$ cat src/rtl/cdb_arbiter.sv
// cdb_arbiter: buffers functional-unit results in per-FU FIFOs and grants up to CDB_WIDTH per cycle onto registered CDB lanes, in round-robin order.
// Ports:
//   clock, reset           posedge clock, asynchronous active-high reset
//   flush_i                squashes every buffered result and this cycle's grants
//   fu_*_i                 per-FU result fields, flattened as NUM_FU slices
//   fu_ready_o             per-FU "FIFO can accept this cycle"
//   cdb_valid_o, cdb_*_o   registered CDB lanes, flattened as CDB_WIDTH slices
module cdb_arbiter #(
    parameter  int XLEN      = 32,
    parameter  int PHYS_REGS = 128,
    parameter  int ROB_DEPTH = 64,
    parameter  int NUM_FU    = 4,
    parameter  int CDB_WIDTH = 2,
    parameter  int BUF_DEPTH = 2,
    localparam int PRF_W     = $clog2(PHYS_REGS),
    localparam int ROB_W     = $clog2(ROB_DEPTH)
) (
    input  logic                        clock,
    input  logic                        reset,
    input  logic                        flush_i,
    input  logic [NUM_FU-1:0]           fu_valid_i,
    input  logic [NUM_FU*XLEN-1:0]      fu_value_i,
    input  logic [NUM_FU*PRF_W-1:0]     fu_dest_prf_i,
    input  logic [NUM_FU*ROB_W-1:0]     fu_rob_idx_i,
    input  logic [NUM_FU-1:0]           fu_exception_i,
    input  logic [NUM_FU-1:0]           fu_mispred_i,
    input  logic [NUM_FU*XLEN-1:0]      fu_jtype_value_i,
    input  logic [NUM_FU-1:0]           fu_is_jtype_i,
    output logic [NUM_FU-1:0]           fu_ready_o,
    output logic [CDB_WIDTH-1:0]        cdb_valid_o,
    output logic [CDB_WIDTH*XLEN-1:0]   cdb_value_o,
    output logic [CDB_WIDTH*PRF_W-1:0]  cdb_dest_prf_o,
    output logic [CDB_WIDTH*ROB_W-1:0]  cdb_rob_idx_o,
    output logic [CDB_WIDTH-1:0]        cdb_exception_o,
    output logic [CDB_WIDTH-1:0]        cdb_mispred_o,
    output logic [CDB_WIDTH*XLEN-1:0]   cdb_jtype_value_o,
    output logic [CDB_WIDTH-1:0]        cdb_is_jtype_o
);
    localparam int FU_W  = NUM_FU > 1 ? $clog2(NUM_FU) : 1;
    localparam int PTR_W = BUF_DEPTH > 1 ? $clog2(BUF_DEPTH) : 1;
    localparam int CNT_W = $clog2(BUF_DEPTH) + 1;
    localparam int ENT_W = 2 * XLEN + PRF_W + ROB_W + 3;

    logic [ENT_W-1:0]     r_mem [NUM_FU][BUF_DEPTH];
    logic [PTR_W-1:0]     r_head [NUM_FU];
    logic [PTR_W-1:0]     r_tail [NUM_FU];
    logic [CNT_W-1:0]     r_count [NUM_FU];
    logic [FU_W-1:0]      r_rr;
    logic [CDB_WIDTH-1:0] r_cdb_vld;
    logic [ENT_W-1:0]     r_cdb_ent [CDB_WIDTH];

    logic [ENT_W-1:0]     w_in_ent [NUM_FU];
    logic [ENT_W-1:0]     w_head_ent [NUM_FU];
    logic [NUM_FU-1:0]    w_push;
    logic [NUM_FU-1:0]    w_grant;
    logic [CDB_WIDTH-1:0] w_lane_vld;
    logic [FU_W-1:0]      w_lane_fu [CDB_WIDTH];
    logic [FU_W-1:0]      w_last;

    function automatic logic [PTR_W-1:0] nxt(input logic [PTR_W-1:0] p);
        return p == PTR_W'(BUF_DEPTH - 1) ? '0 : p + 1'b1;
    endfunction

    for (genvar f = 0; f < NUM_FU; f++) begin : g_fu
        assign w_in_ent[f]   = {fu_value_i[f*XLEN +: XLEN], fu_dest_prf_i[f*PRF_W +: PRF_W],
                                fu_rob_idx_i[f*ROB_W +: ROB_W], fu_exception_i[f], fu_mispred_i[f],
                                fu_jtype_value_i[f*XLEN +: XLEN], fu_is_jtype_i[f]};
        assign w_head_ent[f] = r_mem[f][r_head[f]];
        // Ready depends only on the pre-edge count, so a same-cycle pop never raises it.
        assign fu_ready_o[f] = r_count[f] != CNT_W'(BUF_DEPTH);
        assign w_push[f]     = fu_valid_i[f] && fu_ready_o[f] && !flush_i;
    end

    for (genvar l = 0; l < CDB_WIDTH; l++) begin : g_lane
        assign {cdb_value_o[l*XLEN +: XLEN], cdb_dest_prf_o[l*PRF_W +: PRF_W],
                cdb_rob_idx_o[l*ROB_W +: ROB_W], cdb_exception_o[l], cdb_mispred_o[l],
                cdb_jtype_value_o[l*XLEN +: XLEN], cdb_is_jtype_o[l]} = r_cdb_ent[l];
    end
    assign cdb_valid_o = r_cdb_vld;

    // Scan FIFOs from the round-robin pointer; the n-th non-empty one takes lane n.
    always_comb begin
        int n;
        int t;
        logic [FU_W-1:0] f;
        n          = 0;
        t          = 0;
        f          = '0;
        w_grant    = '0;
        w_lane_vld = '0;
        w_last     = '0;
        for (int l = 0; l < CDB_WIDTH; l++) w_lane_fu[l] = '0;
        for (int j = 0; j < NUM_FU; j++) begin
            t = int'(r_rr) + j;
            t = t >= NUM_FU ? t - NUM_FU : t;
            f = FU_W'(t);
            if (r_count[f] != '0 && n < CDB_WIDTH) begin
                for (int l = 0; l < CDB_WIDTH; l++) begin
                    if (l == n) begin
                        w_lane_vld[l] = 1'b1;
                        w_lane_fu[l]  = f;
                    end
                end
                w_grant[f] = 1'b1;
                w_last     = f;
                n          = n + 1;
            end
        end
    end

    always_ff @(posedge clock or posedge reset) begin
        if (reset) begin
            for (int f = 0; f < NUM_FU; f++) begin
                r_head[f]  <= '0;
                r_tail[f]  <= '0;
                r_count[f] <= '0;
            end
            for (int l = 0; l < CDB_WIDTH; l++) r_cdb_ent[l] <= '0;
            r_cdb_vld <= '0;
            r_rr      <= '0;
        end else if (flush_i) begin
            for (int f = 0; f < NUM_FU; f++) begin
                r_head[f]  <= '0;
                r_tail[f]  <= '0;
                r_count[f] <= '0;
            end
            for (int l = 0; l < CDB_WIDTH; l++) r_cdb_ent[l] <= '0;
            r_cdb_vld <= '0;
        end else begin
            for (int f = 0; f < NUM_FU; f++) begin
                if (w_push[f]) r_tail[f] <= nxt(r_tail[f]);
                if (w_grant[f]) r_head[f] <= nxt(r_head[f]);
                r_count[f] <= r_count[f] + CNT_W'(w_push[f]) - CNT_W'(w_grant[f]);
            end
            for (int l = 0; l < CDB_WIDTH; l++)
                r_cdb_ent[l] <= w_lane_vld[l] ? w_head_ent[w_lane_fu[l]] : '0;
            r_cdb_vld <= w_lane_vld;
            if (|w_grant) r_rr <= w_last == FU_W'(NUM_FU - 1) ? '0 : w_last + 1'b1;
        end
    end

    // Entry storage carries no reset; occupancy is tracked solely by the counts.
    always_ff @(posedge clock) begin
        for (int f = 0; f < NUM_FU; f++)
            if (w_push[f]) r_mem[f][r_tail[f]] <= w_in_ent[f];
    end
endmodule

$ cat config.mk
export PLATFORM = sky130hd
export DESIGN_NAME = cdb_arbiter
export DESIGN_NICKNAME = d
export VERILOG_FILES = /design/src/rtl/cdb_arbiter.sv
export SDC_FILE = /design/constraint.sdc
export NUM_CORES = 1
export LEC_CHECK = 0
export BUFFER_PORTS_ARGS = -buffer_cell sky130_fd_sc_hd__buf_2
export CAP_MARGIN = 20
export CORE_ASPECT_RATIO = 0.7
export CORE_MARGIN = 5
export CORE_UTILIZATION = 25
export CTS_CLUSTER_DIAMETER = 150
export DETAILED_ROUTE_END_ITERATION = 7
export PLACE_DENSITY_LB_ADDON = 0.3
export SLEW_MARGIN = 20
export SYNTH_ARGS = -nofsm -noshare
export SYNTH_HDL_FRONTEND = slang
export SYNTH_SLANG_ARGS = --single-unit
$ cat constraint.sdc
create_clock -name clock -period 7.72 [get_ports clock]
set_input_delay 0.772 -clock clock [delete_from_list [all_inputs] [get_ports clock]]
set_output_delay 0.772 -clock clock [all_outputs]
set_load 0.01 [all_outputs]
==> results.toml <==
[pwr]
finalPower_uw = 19670
vdd_ir_drop_max_mv = 0.7780
p_per_area_nw_per_um2 = 485.9
p_leak_uw = 0.01489

[setup_path]
startpoint_type = "flip-flop"
r2r-start = "r_rr[0]"
cp.required_ns = 8.28
worstPathArrival_ns = 6.73
critPathMaxFanout = 51
cp-end-kind = "flip-flop"
startpoint = "r_rr[0]"
criticalPathCategory = "flip-flop to flip-flop"

[clocking]
cts_tree = "built"
cts_sinks = 820
postCtsHoldBufs = 0
cts-buffers-inserted = 88
clk_path_buf_depth = 3
cts-root-buf = "clkbuf_16"
cts_resized = 0
path_clk_slew_ns = 0.06
clk_latency_ns = 0.72
cts_setup_buffers = 0
cts.htree.levels = 3

[place]
dp_hpwl_um = 72580
io_buffers = 492
dpl_cell_area_um2 = 37470
gp_congestion = 0.7809

[die]
initial_core_util_pct = 25.18
die_x_um = 444.1
ios = 493
core_um2 = 131000
die_h_um = 313.8
dieArea_um2 = 139400
rows = 111

[synthesis]
synth_compound_area_share_pct = 8.925
synth-simple-area-share_pct = 4.861
synth_fp_nets = 2620
synth_top_family_by_area = "multiplexers"
ys_seq_area_share_pct = 71.95
synth_xor_area_share_pct = 0.4516
muxShareOfSynthArea_pct = 10.76
yosysWarnings = 0
async_flop_share_pct = 21.95
synth_adder_area_share_pct = 0.8956
ys_seq_elements = 820
ys_types = 55
synth_edf_count = 640
syn_area_per_cell_um2 = 14.52
synthFlopType = "edfxtp_1"
syn_inst = 2270
syn_area_um2 = 32970

[layout]
design_area_um2 = 40480
syn2layout_area_growth_pct = 22.78
layout-drive-gt1-share_pct = 30.86
num-fill-cells = 13139
seqCellArea_um2 = 23740
final_util_pct = 30.91
nets = 3095
multi_input_area_um2 = 8637

[global_route]
grt_pass1_wl_um = 153200
grt-ovfl-total = 0
grt_usage_pct = 15.29
grt_pass1_vias = 20504
antenna_found_initial = 38
grt_max_degree = 127

[timing]
timing.fmax_mhz = 162.0
period_share_pct = 79.94
worstMarginPinSlew_ns = 1.130
drv_slew = 0
slew_headroom_pct = 24.68
setup_viol = 0
finalHoldViolCount = 0
finalCriticalPeriod_ns = 6.171
tns_ns = 0
clock_skew_ns = 0.02575
rsz0062_at_grt = "no"

[route]
drt-total-wl_um = 109900
vias = 20874
drt_iter0_markers = 1591
dr.pass1.iters = 5
avgViaCountPerCell = 4.552
ant_nets = 0
wl_per_cell_um = 23.97
drc = 0

[flow_run]
maxCapViolCount = 0

[worst_hold_path]
hp-class = "input pin to async pin"

[outcome]
status = "finished, final reports clean"
-- metal layers --
metal,global-route usage (%),up-vias,part of all wire (%)
met1,20.42,10575,44
met4,4.834,20,2.5
met5,0,-,0.11
li1,-,9508,-
met2,24.33,610,47
met3,4.034,161,6.2
-- state kept, by name, indices dropped and copies added, names as in the netlist, 4 cells and up --
| signal | count |
|---|---|
| cdb_rob_idx_o | 12 |
| cdb_value_o | 64 |
| r_tail | 4 |
| cdb_dest_prf_o | 14 |
| r_count | 8 |
| r_head | 4 |
| r_mem | 640 |
| cdb_jtype_value_o | 64 |
-- worst paths after layout --
check | end | slack (ns) | cells after the start
setup / recovery | cdb_value_o[45] | 1.55 | 14
hold / removal | cdb_jtype_value_o[46] | 0.17 | 2
setup reg to reg | cdb_value_o[45] | 1.55 | 14
hold reg to reg | r_count[1] | 0.61 | 2
max in group asynchronous | cdb_jtype_value_o[21] | 6.10 | 3
min in group clock | r_mem[1][38] | 0.24 | 1
-- kinds of logic after synthesis --
family,after synthesis
multiplexers,328
buffers and inverters,163
adder cells (fa/ha/maj),23
AND/OR/NAND/NOR,398
XOR/XNOR,17
flip-flops,820
AO/OA/AOI/OAI,521
-- metrics by stage --
stage | setup WS [ns] | hold WS (ns) | instances
2_1_floorplan | 2.061 | 0.5571 | 2270
3_3_place_gp | 1.711 | 0.5912 | 4406
3_5_place_dp | 1.631 | 0.6018 | 4406
4_1_cts | 1.606 | 0.1627 | 4570
5_1_grt | 1.204 | 0.1824 | 4579
6_report | 1.549 | 0.1669 | 4586
-- power by group --
group,internal [uW],switching [uW],leakage [uW]
registers,5450,268,0.00825
clock network,2470,1880,0.00143
logic,3130,6470,0.00520
total,11100,8610,0.0149
-- worst max-delay path, stage by stage (launching register included) --
cell	delay, ns
dfrtp_1	0.92
inv_2	0.26
ha_1	0.45
inv_1	0.13
mux4_2	0.43
ha_1	0.33
nor2_1	0.44
inv_1	0.11
fa_1	0.49
nor3b_1	0.37
o211ai_2	0.26
o221ai_1	0.43
a211o_4	0.75
buf_4	0.43
o22ai_1	0.15
-- final cells by class --
| type | count | area share, % |
|---|---|---|
| clock buffers | 112 | 5.934 |
| repair buffers | 532 | 7.010 |
| diodes | 16 | 0.09891 |
| flip-flops and latches | 820 | 58.64 |
| clock inverters | 52 | 1.403 |
| well taps | 1751 | 5.412 |
| inverters | 16 | 0.1669 |
| multi-input cells | 1287 | 21.34 |
-- synth_stat cells (7+ instances only) --
library cell	count	area (um2)
buf_2	34	170.2
inv_1	15	56.30
o21ai_0	318	1592
mux2i_1	162	1622
edfxtp_1	640	19220
dfrtp_1	180	4504
mux2_2	161	1813
o22ai_1	161	1007
o21ai_1	7	35.03
ha_1	22	275.3
nand2_1	331	1242
nand2b_1	7	43.79
or2_2	9	56.30
buf_4	13	97.59
xnor2_1	13	113.9
nor2_1	31	116.4
clkbuf_1	96	360.4
-- cells in the final DEF, fill, tap and decap left out, types with 5 or more instances in the layout --
cell type,n
edfxtp_1,640
buf_2,492
nand2_1,329
o21ai_0,318
dfrtp_1,176
mux2i_1,162
o22ai_1,161
mux2_2,161
clkbuf_16,88
buf_4,34
nor2_1,23
ha_1,22
diode_2,16
inv_1,14
xnor2_1,13
clkbuf_1,13
clkinv_1,11
clkinv_2,11
clkbuf_8,11
or2_2,9
nor2_4,8
clkinvlp_4,8
o21ai_1,7
bufinv_16,7
nand2b_1,6
clkinv_4,6
buf_12,6
mux4_2,5
a21oi_1,5
nor2b_1,5
Note: power is estimated with default switching activity, not from simulation.
